--- config.mk ---
export PLATFORM = sky130hd
export DESIGN_NAME = btn_gesture_decoder
export DESIGN_NICKNAME = d
export VERILOG_FILES = /design/src/rtl/btn_gesture_decoder.sv
export SDC_FILE = /design/constraint.sdc
export NUM_CORES = 1
export LEC_CHECK = 0
export CAP_MARGIN = 20
export CELL_PAD_IN_SITES_DETAIL_PLACEMENT = 0
export CELL_PAD_IN_SITES_GLOBAL_PLACEMENT = 1
export CORE_MARGIN = 3
export CORE_UTILIZATION = 35
export CTS_BUF_LIST = sky130_fd_sc_hd__clkbuf_8
export CTS_CLUSTER_DIAMETER = 150
export DETAILED_ROUTE_END_ITERATION = 6
export GPL_TIMING_DRIVEN = 0
export MAX_ROUTING_LAYER = met4
export PLACE_DENSITY = 0.67
export SYNTH_ARGS = -nofsm -noshare
export SYNTH_HDL_FRONTEND = slang
export SYNTH_SLANG_ARGS = --single-unit
--- constraint.sdc ---
create_clock -name clk -period 2.6 [get_ports clk]
set_clock_uncertainty 0.15 [all_clocks]
set_input_delay 0.52 -clock clk [delete_from_list [all_inputs] [get_ports clk]]
set_output_delay 0.52 -clock clk [all_outputs]
set_load 0.02 [all_outputs]
--- src/rtl/btn_gesture_decoder.sv ---
// Single push-button gesture decoder: short click -> START/STOP, long hold -> RESET.
// Optional macro BTN_MIN_CLICK_EN suppresses START/STOP for clicks shorter than MIN_CLICK_MS.
module btn_gesture_decoder #(
  parameter int F_CLK_HZ       = 25_000_000,
  parameter int BTN_ACTIVE_LOW = 1,
  parameter int DB_MS          = 5,
  parameter int LONG_PRESS_MS  = 1000,
  parameter int MIN_CLICK_MS   = 30
) (
  input  logic clk,
  input  logic rst,
  input  logic btn_raw,
  input  logic running,
  output logic start_pulse,
  output logic stop_pulse,
  output logic reset_pulse,
  output logic btn_level,
  output logic long_active
);

  localparam int DB_CYC   = (F_CLK_HZ / 1000) * DB_MS;
  localparam int LONG_CYC = (F_CLK_HZ / 1000) * LONG_PRESS_MS;
  localparam int DB_W     = (DB_CYC > 1) ? $clog2(DB_CYC) : 1;
  localparam int HOLD_W   = $clog2(LONG_CYC + 1);

  typedef enum logic [1:0] {REL, PRS, LNG} state_t;

  state_t            r_state;
  state_t            w_state_nxt;
  logic              r_sync1;
  logic              r_sync2;
  logic              r_db;
  logic              r_db_d;
  logic [DB_W-1:0]   r_db_cnt;
  logic [HOLD_W-1:0] r_hold;
  logic              r_start;
  logic              r_stop;
  logic              r_reset;
  logic              r_long;
  logic              w_norm;
  logic              w_rise;
  logic              w_fall;
  logic              w_click_ok;
  logic              w_start_nxt;
  logic              w_stop_nxt;
  logic              w_reset_nxt;
  logic              w_long_nxt;

  assign w_norm = (BTN_ACTIVE_LOW != 0) ? ~btn_raw : btn_raw;

  // Synchroniser, debounce and edge register
  always_ff @(posedge clk or posedge rst) begin
    if (rst) begin
      r_sync1  <= 1'b0;
      r_sync2  <= 1'b0;
      r_db     <= 1'b0;
      r_db_d   <= 1'b0;
      r_db_cnt <= '0;
    end else begin
      r_sync1 <= w_norm;
      r_sync2 <= r_sync1;
      r_db_d  <= r_db;
      if (r_sync2 == r_db) begin
        r_db_cnt <= '0;
      end else if (r_db_cnt == DB_W'(DB_CYC - 1)) begin
        r_db     <= r_sync2;
        r_db_cnt <= '0;
      end else begin
        r_db_cnt <= r_db_cnt + 1'b1;
      end
    end
  end

  assign w_rise = r_db & ~r_db_d;
  assign w_fall = ~r_db & r_db_d;

  // Hold timer measures time spent in PRS since the debounced press edge
  always_ff @(posedge clk or posedge rst) begin
    if (rst) begin
      r_hold <= '0;
    end else if (w_rise) begin
      r_hold <= '0;
    end else if ((r_state == PRS) && (r_hold != HOLD_W'(LONG_CYC))) begin
      r_hold <= r_hold + 1'b1;
    end
  end

`ifdef BTN_MIN_CLICK_EN
  localparam int MIN_CYC = (F_CLK_HZ / 1000) * MIN_CLICK_MS;
  assign w_click_ok = (r_hold >= HOLD_W'(MIN_CYC - 1));
`else
  assign w_click_ok = 1'b1;
`endif

  // Release is tested before the long-press threshold so a same-cycle release is a click
  always_comb begin
    w_state_nxt = r_state;
    w_start_nxt = 1'b0;
    w_stop_nxt  = 1'b0;
    w_reset_nxt = 1'b0;
    case (r_state)
      REL: begin
        if (w_rise) w_state_nxt = PRS;
      end
      PRS: begin
        if (w_fall) begin
          w_state_nxt = REL;
          if (w_click_ok) begin
            w_start_nxt = ~running;
            w_stop_nxt  = running;
          end
        end else if (r_hold == HOLD_W'(LONG_CYC - 1)) begin
          w_state_nxt = LNG;
          w_reset_nxt = 1'b1;
        end
      end
      LNG: begin
        if (w_fall) w_state_nxt = REL;
      end
      default: w_state_nxt = REL;
    endcase
    w_long_nxt = (w_state_nxt == LNG);
  end

  // FSM state and registered command outputs
  always_ff @(posedge clk or posedge rst) begin
    if (rst) begin
      r_state <= REL;
      r_start <= 1'b0;
      r_stop  <= 1'b0;
      r_reset <= 1'b0;
      r_long  <= 1'b0;
    end else begin
      r_state <= w_state_nxt;
      r_start <= w_start_nxt;
      r_stop  <= w_stop_nxt;
      r_reset <= w_reset_nxt;
      r_long  <= w_long_nxt;
    end
  end

  assign start_pulse = r_start;
  assign stop_pulse  = r_stop;
  assign reset_pulse = r_reset;
  assign btn_level   = r_db;
  assign long_active = r_long;

endmodule

==> out/metrics.cfg <==
[status]
outcome=completed

[placed_design]
numPortBuffers=8
dp_hpwl_um=3560
place_congestion=0.773
placedCellCount=362

[pwr]
power.density_nw_per_um2=462
p_sw_frac=0.231
combPwrFrac=0.029
p_leak_nw=1.23
finalPower_mw=1.32
seqPwrFrac=0.619
p_clk_frac=0.351
vdd_ir_drop_max_v=0.000189
power.switching_uw=304
p_int_mw=1.02

[global_route]
grt_overflow=0
grt_pass1_vias=1860
grt_pass1_wl_um=9140
track_usage=0.140
grt_max_degree=37
antenna_found_initial=0

[layout]
fill_cells=697
multi_input_area_um2=1170
regArea_um2=1300
nets=280
drive_above_1_share=0.0730
antennaDiodeCount=0
synthToLayoutAreaGrowth_pct=12.1
final_cell_count_no_fill=370

[clock_network]
cts_tree=yes
cts_buffers=5
htree_levels=2
cts-resized-gates=0
cts-root-buf=clkbuf_8
clk_pin_slew_ps=90
cts_post_setup_buffers_inserted=0
clk_latency_ps=310
cts_num_sinks=52
cts_hold_buf=0
clockBufferDepth=2

[worst_setup_path]
cp.required_ps=2680
cp_common_cell=buf_2
regToRegSetupSlack_ps=420
endpoint_kind=flop
crit_family=buffers and inverters
cp_max_fo=10
start_kind=flop
path_cells=nor4bb_1 > nand4b_1 > o21ai_1 > buf_2 > buf_2 > o21ai_0 > a21oi_1
path_class=flop to flop
critPathBufInv=2
cpMaxStageDelayCell=dfrtp_1
max_stage_delay_ps=430
cp.arrival_ps=2270

[route]
drt_iter0_drc=71
vias_per_cell=5.01
vias=1854
wl_um=5090
wl_per_cell_um=13.7
dr.pass1.iters=5
drc=0
postRouteAntennaNets=0

[synthesis]
syn_nets=264
yosysWarnings=0
seq_area_frac_synth=0.510
synthCells=257
avgSynthCellArea_um2=9.92
synth_edf_count=0
ys_seq_elements=52
async_flop_share=1.00
ys_types=38
syn-cell-area_um2=2550
synthFlopType=dfrtp_1

[worst_hold_path]
hold_path.class=flop to flop

[job]
max_cap_violations=0

[sta]
timing.fmax_mhz=458
rsz0062_at_grt=no
hold_viol=0
max_slew.worst_pin.slew_ps=553
relSlewSlack=0.631
fin_crit_sh=0.840
drv_slew=0
finalSetupViolCount=0
min_period_ps=2180

[die]
dieHeight_um=91.4
die-width_um=91.4
num_rows=30
die-area_um2=8350
start_util=0.367
ios=9
coreArea_um2=6940

-- per-stage QoR --
stage / hold slack, ps / area [um2] / TNS [ps] / setup WS (ps) / util
after floorplan: 181 / 2550 / 0 / 672 / -
after global placement: 193 / 2750 / -20820 / -402 / 0.396
after detailed placement: 190 / 2770 / 0 / 391 / 0.399
after CTS: 214 / 2860 / 0 / 369 / 0.412
after global routing: 236 / 2860 / 0 / 141 / 0.412
final: 210 / 2860 / 0 / 416 / 0.412
-- final cells by class --
cell class              count  area share
flip-flops and latches     52       0.455
well taps                  96      0.0420
repair buffers              9      0.0350
clock buffers               5      0.0241
clock inverters             3     0.00700
inverters                  10      0.0131
multi-input cells         188       0.409
plain buffers               7      0.0144
-- synthesized netlist by cell type, types with 3 or more instances --
master,n,area (um2)
nand4_1,14,87.6
nor2b_1,5,31.3
buf_2,3,15.0
ha_1,3,37.5
xor2_1,20,175
a21oi_1,8,40.0
nor4_1,4,25.0
or4_1,5,37.5
xnor2_1,10,87.6
nor3_1,4,20.0
nand3_1,13,65.1
dfrtp_1,52,1300
inv_1,10,37.5
and3_1,5,31.3
and4_1,3,26.3
nor2_1,38,143
o21ai_0,9,45.0
or3_1,8,50.1
nand2_1,18,67.6
-- layout by cell type, fill, tap and decap left out, drive strengths merged, types with 3 or more instances in the layout --
cell           instances
inv                   11
clkbuf                 7
nand3                 15
and3                   5
buf                    6
o21ai                 10
nor4                   6
ha                     3
or4                    5
nor3                   4
nor2                  38
xor2                  20
xnor2                 10
clkdlybuf4s50          8
nor2b                  5
nand2                 19
nand4                 14
a21oi                  8
and4                   3
or3                    8
dfrtp                 52
-- power groups by stage --
stage / clock network, mW / logic, mW / registers [mW]
after global placement: 0 / 0.0370 / 0.834
final: 0.464 / 0.0385 / 0.817
after detailed placement: 0 / 0.0409 / 0.833
after global routing: 0.515 / 0.0453 / 0.819
after floorplan: 0 / 0.0246 / 0.833
after CTS: 0.486 / 0.0411 / 0.818
-- registers in the layout, indices dropped and copies added (netlist names) --
name	cells
btn_level	1
long_active	1
r_db_cnt	17
r_db_d	1
r_hold	25
r_state	2
r_sync1	1
r_sync2	1
reset_pulse	1
start_pulse	1
stop_pulse	1
-- cells by family after synthesis --
group           share of synthesized area
buf+inv                            0.0309
xor+xnor                            0.103
simple gates                        0.286
flops                               0.510
compound gates                     0.0505
mux                               0.00442
fa+ha+maj                          0.0147
-- metal layers --
layer,vias up,GRT usage,share of wire
met5,-,-,0
met4,0,0.0553,0.018
met3,9,0.0290,0.031
met2,22,0.215,0.47
met1,898,0.182,0.49
li1,925,-,-
-- worst paths after layout --
| kind | start | to | cells past startpoint |
|---|---|---|---|
| min reg2reg | r_sync1$_DFF_PP0_ | r_sync2$_DFF_PP0_ | 0 |
| min | r_sync1$_DFF_PP0_ | r_sync2$_DFF_PP0_ | 0 |
| max in group asynchronous | rst | r_hold[0]$_DFFE_PP0P_ | 3 |
| min in group asynchronous | rst | r_db_cnt[11]$_DFF_PP0_ | 2 |
| max | r_hold[17]$_DFFE_PP0P_ | r_hold[12]$_DFFE_PP0P_ | 7 |
| max reg2reg | r_hold[17]$_DFFE_PP0P_ | r_hold[12]$_DFFE_PP0P_ | 7 |
Note: power is estimated with default switching activity, not from simulation.
